File: src/rtl/lsu_pkg.sv
// lsu_pkg: shared state encoding and RISC-V load/store funct3 codes for the load/store unit.
package lsu_pkg;

    typedef enum logic [2:0] {IDLE, REQ, WAIT, RESP, ERR} lsu_state_t;

    localparam logic [2:0] F3_B  = 3'b000;
    localparam logic [2:0] F3_H  = 3'b001;
    localparam logic [2:0] F3_W  = 3'b010;
    localparam logic [2:0] F3_BU = 3'b100;
    localparam logic [2:0] F3_HU = 3'b101;

endpackage

File: src/rtl/lsu_data_align.sv
// lsu_data_align: byte enables, store replication, load shift/extension and access legality checks.
module lsu_data_align
    import lsu_pkg::*;
(
    input  logic [2:0]  funct3,
    input  logic [1:0]  offset,
    input  logic [31:0] rs2,
    input  logic [31:0] rdata,
    output logic [3:0]  be,
    output logic [31:0] wdata_rep,
    output logic [31:0] rdata_fmt,
    output logic        misaligned,
    output logic        illegal
);

    logic [31:0] shifted;

    assign shifted = rdata >> {offset, 3'b000};

    always_comb begin
        be         = funct3 == F3_B ? 4'b0001 << offset :
                     funct3 == F3_H ? 4'b0011 << offset : 4'b1111;
        wdata_rep  = funct3 == F3_B ? {4{rs2[7:0]}} :
                     funct3 == F3_H ? {2{rs2[15:0]}} : rs2;
        rdata_fmt  = funct3 == F3_B  ? {{24{shifted[7]}}, shifted[7:0]} :
                     funct3 == F3_BU ? {24'd0, shifted[7:0]} :
                     funct3 == F3_H  ? {{16{shifted[15]}}, shifted[15:0]} :
                     funct3 == F3_HU ? {16'd0, shifted[15:0]} :
                     funct3 == F3_W  ? shifted : 32'd0;
        misaligned = (funct3[1:0] == 2'b01 && offset[0]) || (funct3[1:0] == 2'b10 && offset != 2'b00);
        illegal    = !(funct3 inside {F3_B, F3_H, F3_W, F3_BU, F3_HU});
    end

endmodule

File: src/rtl/load_store_unit.sv
// load_store_unit: core-to-memory load/store bridge with request/grant/response handshake and timeout.
module load_store_unit
    import lsu_pkg::*;
#(
    parameter int ADDR_W  = 32,
    parameter int TIMEOUT = 16
) (
    input  logic              clk,
    input  logic              rst,
    input  logic              req_valid,
    output logic              req_ready,
    input  logic              req_write,
    input  logic [2:0]        req_funct3,
    input  logic [ADDR_W-1:0] req_addr,
    input  logic [31:0]       req_wdata,
    output logic              resp_valid,
    output logic [31:0]       resp_rdata,
    output logic              resp_error,
    output logic              mem_req,
    input  logic              mem_gnt,
    output logic              mem_we,
    output logic [3:0]        mem_be,
    output logic [ADDR_W-1:0] mem_addr,
    output logic [31:0]       mem_wdata,
    input  logic              mem_rvalid,
    input  logic [31:0]       mem_rdata
);

    localparam logic [7:0] TO_LAST = 8'(TIMEOUT - 1);

    lsu_state_t        state_q, state_d;
    logic              write_q;
    logic [2:0]        funct3_q;
    logic [ADDR_W-1:0] addr_q;
    logic [31:0]       wdata_q;
    logic [31:0]       rdata_q, rdata_d;
    logic [7:0]        cnt_q, cnt_d;
    logic              idle, bad;
    logic [3:0]        be;
    logic [31:0]       wdata_rep, rdata_fmt;
    logic              misaligned, illegal;

    assign idle = state_q == IDLE;

    // In IDLE the aligner checks the incoming request; afterwards it works on the latched access.
    lsu_data_align u_align (
        .funct3     (idle ? req_funct3 : funct3_q),
        .offset     (idle ? req_addr[1:0] : addr_q[1:0]),
        .rs2        (wdata_q),
        .rdata      (mem_rdata),
        .be         (be),
        .wdata_rep  (wdata_rep),
        .rdata_fmt  (rdata_fmt),
        .misaligned (misaligned),
        .illegal    (illegal)
    );

    assign bad = illegal || misaligned || (req_write && req_funct3[2]);

    always_ff @(posedge clk) begin
        if (rst) state_q <= IDLE;
        else     state_q <= state_d;
    end

    always_ff @(posedge clk) begin
        if (rst) begin
            write_q  <= 1'b0;
            funct3_q <= '0;
            addr_q   <= '0;
            wdata_q  <= '0;
            rdata_q  <= '0;
            cnt_q    <= '0;
        end else begin
            if (idle && req_valid) begin
                write_q  <= req_write;
                funct3_q <= req_funct3;
                addr_q   <= req_addr;
                wdata_q  <= req_wdata;
            end
            rdata_q <= rdata_d;
            cnt_q   <= cnt_d;
        end
    end

    always_comb begin
        state_d = state_q;
        rdata_d = rdata_q;
        case (state_q)
            IDLE: if (req_valid) state_d = bad ? ERR : REQ;
            REQ:  if (mem_gnt) state_d = WAIT;
            WAIT: begin
                if (mem_rvalid) begin
                    state_d = RESP;
                    rdata_d = write_q ? 32'd0 : rdata_fmt;
                end else if (cnt_q == TO_LAST) begin
                    state_d = ERR;
                end
            end
            default: state_d = IDLE;
        endcase
        cnt_d = (state_q == WAIT && state_d == WAIT) ? cnt_q + 8'd1 : 8'd0;
    end

    always_comb begin
        req_ready  = idle;
        mem_req    = state_q == REQ;
        mem_we     = mem_req && write_q;
        mem_be     = mem_req ? (write_q ? be : 4'b1111) : 4'b0000;
        mem_addr   = mem_req ? {addr_q[ADDR_W-1:2], 2'b00} : '0;
        mem_wdata  = mem_we ? wdata_rep : 32'd0;
        resp_valid = state_q == RESP || state_q == ERR;
        resp_error = state_q == ERR;
        resp_rdata = state_q == RESP ? rdata_q : 32'd0;
    end

endmodule

File: config.mk
export PLATFORM = sky130hd
export DESIGN_NAME = load_store_unit
export DESIGN_NICKNAME = d
export VERILOG_FILES = /design/src/rtl/lsu_pkg.sv /design/src/rtl/lsu_data_align.sv /design/src/rtl/load_store_unit.sv
export SDC_FILE = /design/constraint.sdc
export NUM_CORES = 1
export LEC_CHECK = 0
export CORE_MARGIN = 2
export CORE_UTILIZATION = 30
export DETAILED_ROUTE_END_ITERATION = 6
export HOLD_SLACK_MARGIN = 0.15
export SETUP_SLACK_MARGIN = 0.5
export SYNTH_ARGS = -nofsm -noshare
export SYNTH_HDL_FRONTEND = slang
export SYNTH_SLANG_ARGS = --single-unit
File: constraint.sdc
create_clock -name clk -period 7.6 [get_ports clk]
set_input_delay 1.9 -clock clk [delete_from_list [all_inputs] [get_ports clk]]
set_output_delay 1.9 -clock clk [all_outputs]
set_load 0.02 [all_outputs]
==> results.cfg, run 1 <==
[yosys]
ys_seq_elements = 111
syn_inst = 745
ys_seq_area_share_pct = 38.9
synth.distinct_cells = 54
synthArstFlopShare_pct = 0
synth_flop_cell = dfxtp_1
synth_top_area_share_pct = 38.9
yosysWarnings = 0
ys_top_cells_by_area = dfxtp_1 (39%), nand2_1 (15%), a21oi_1 (7.7%)
synth_area_per_cell_sq_um = 7.66
yosysTopAreaCell = dfxtp_1
netlist_area_sq_mm = 0.00571
synth_edf_count = 0

[global_routing]
grt_overflow = 0
grt_max_degree = 74
grt_use_met1_pct = 25.4
grt_pass1_wl_microns = 30000
grt_pass1_vias = 5369
gr-usage-met2_pct = 31.1
met3_usage_pct = 4.08
antenna_found_initial = 0
track_usage_pct = 18.9
top_usage_layer = met2

[power_and_ir_drop]
vdd_drop_max_mv = 0.111
total_power_mw = 1.60
p_leak_nw = 3.12
p_per_area_mw_per_mm2 = 195

[flow_run]
drv_cap = 0

[floorplan]
die_h_microns = 142
num_rows = 50
ios = 210
die_x_microns = 142
dieArea_sq_mm = 0.0201
start_util_pct = 30.5
core_sq_mm = 0.0187

[clock_tree]
cts_buffers = 9
clk_latency_ns = 0.36
hold_buffers = 0
cts_tree = yes
cts-root-buf = clkbuf_16
htreeDepth = 3
clockBufferDepth = 2
clock-sinks = 111
postCtsSetupBuffers = 0
cts_resized = 0
path_clk_slew_ns = 0.08

[run_status]
status = finished clean

[routing]
post_drt_via_cell_ratio = 4.99
wirelength_microns = 19300
route.detailed.drc = 0
wl_per_cell_microns = 16.7
first_iter_violations = 319
drt_pass1_iterations = 4
drtAntennaViolNets = 0
vias = 5786

[finish]
stdcell_count = 1160
fin_nets = 1031
n_antenna_cell = 0
syn_to_final_growth_pct = 44.3
fin_util_pct = 44.0
fin_area_sq_mm = 0.00823
drive_gt1_share_pct = 4.54

[critical_path]
rr_worst_depth = 6
crit_fanout = 30
r2r_end = rdata_q[23]
r2r_start = state_q[1]
cp.arrival_ns = 4.69
worstPathRequired_ns = 5.70
path_class = in -> out
r2r_slack_ns = 4.20
end_kind = primary output
start_kind = input pin

[timing]
setup_viol = 0
rsz0062_at_grt = no
hold_ws_ns = 0.446
hold_viol = 0
min_period_ns = 6.59
post-route-period-util_pct = 86.7
setup_tns_ns = 0
max_freq_mhz = 152
tightestPinTransition_ns = 0.892
finalWorstSetupSlack_ns = 1.01
max_slew_margin_pct = 40.1
fin_skew_ns = 0.00847
slew_violations = 0

[min_path]
worstHoldPathType = reg -> reg
min_from = cnt_q[0]
hold_end = cnt_q[0]
holdPathStages = 1

[placement]
numPortBuffers = 207
dp_hpwl_microns = 13600
gp_congestion = 0.785
placed_cells = 1144
post_dp_cell_area_sq_mm = 0.00794
place_ws_ns = 1.00
where the power goes:
part           switching [mW]  internal (mW)  leakage, nW  total, mW
Clock                   0.231          0.260        0.145      0.491
Sequential             0.0374          0.623        0.906      0.660
Combinational           0.271          0.181         2.07      0.452
cell usage in the layout, fill, tap and decap left out, types with 2 or more instances in the layout:
cell type / Yosys / final
a22o_1: 16 / 16
o21ai_0: 27 / 27
inv_1: 6 / 6
a31oi_1: 2 / 2
a41oi_1: 2 / 2
a32o_1: 7 / 7
and2_1: 64 / 63
or4b_1: 3 / 3
and3_1: 10 / 10
a221o_1: 7 / 7
clkinv_4: 0 / 2
ha_1: 5 / 5
nor3b_1: 2 / 2
clkbuf_16: 0 / 9
mux2i_1: 29 / 29
a311oi_1: 8 / 8
inv_6: 0 / 2
nand2_1: 227 / 226
or3_1: 2 / 2
buf_4: 2 / 13
xnor2_1: 2 / 2
dfxtp_1: 111 / 111
clkdlybuf4s50_1: 0 / 206
conb_1: 1 / 2
clkbuf_1: 45 / 2
o31ai_1: 2 / 2
xor2_1: 4 / 4
nand2b_1: 6 / 6
mux4_2: 2 / 2
nand3_1: 5 / 5
a22oi_1: 2 / 2
mux2i_2: 3 / 3
a21oi_1: 88 / 88
nor2_1: 21 / 21
or4_1: 3 / 3
nor3_1: 2 / 2
worst max-delay path, stage by stage:
cell             delay (ns)
clkdlybuf4s50_1        0.54
or4b_1                 0.49
and4_1                 0.22
buf_4                  0.23
nand2_1                0.38
nand2_1                0.10
a21oi_1                0.17
clkdlybuf4s50_1        0.65
synth_stat cells, drive strengths merged, types with 3 or more instances:
master	instances
and2	64
and3	10
o21ai	27
nand2b	6
nand3	5
clkbuf	45
nor3	4
dfxtp	111
a311oi	9
or4	3
mux2i	32
a21oi	88
xor2	4
a22o	16
nand2	227
inv	6
nor2	21
buf	11
or4b	3
a221o	7
a32o	7
ha	5
cell type report:
class,count,area (sq um)
Sequential cell,111,2220
Timing Repair Buffer,220,2160
Inverter,6,22.5
Clock buffer,11,233
Fill cell,1885,10500
Multi-Input combinational cell,573,3230
Clock inverter,5,65.1
Tap cell,234,293
sequential cells by signal, indices dropped and copies added (netlist names):
register,flops
state_q,3
addr_q,32
write_q,1
funct3_q,3
rdata_q,32
wdata_q,32
cnt_q,8
logic make-up (layout without fill, tap and decap cells):
logic type,Yosys count,in the layout,synth area share (%)
muxes,35,35,6.80
buffers and inverters,62,242,4.56
xor gates and xnor gates,6,6,0.921
AOI/OAI and AO/OA,167,167,18.6
DFF,111,111,38.9
adders and majority gates,5,5,1.10
other,1,2,0.0657
and+or+nand+nor,358,358,29.1
per-layer routing:
| metal | share of wire (%) | wire, microns | vias to the layer above |
|---|---|---|---|
| met2 | 46 | 8990 | 182 |
| met5 | 0 | 0 | - |
| met4 | 1.3 | 243 | 0 |
| met3 | 6.5 | 1250 | 15 |
| li1 | - | - | 2890 |
| met1 | 46 | 8840 | 2699 |
how the worst max path moves through the flow:
stage,to,depth (start not counted),slack (ns),startpoint
finish,mem_wdata[10],8,1.01,req_funct3[1]
global route,mem_wdata[10],8,0.82,req_funct3[1]
CTS,mem_wdata[10],8,0.99,req_funct3[1]
detailed placement,mem_wdata[10],8,1.0,req_funct3[1]
global placement,mem_wdata[10],8,1.05,req_funct3[1]
floorplan,mem_wdata[24],5,2.14,req_funct3[1]
(Power assumes the default switching activity.)
==> run 2, diff against run 1 <==
--- a/config.mk
+++ b/config.mk
@@ -10,6 +10,7 @@
 export DETAILED_ROUTE_END_ITERATION = 6
 export HOLD_SLACK_MARGIN = 0.15
 export SETUP_SLACK_MARGIN = 0.5
+export SLEW_MARGIN = 10
 export SYNTH_ARGS = -nofsm -noshare
 export SYNTH_HDL_FRONTEND = slang
 export SYNTH_SLANG_ARGS = --single-unit
==> results of run 2 <==
Same layout as run 1: the final DEF is identical, and so are final timing and power.
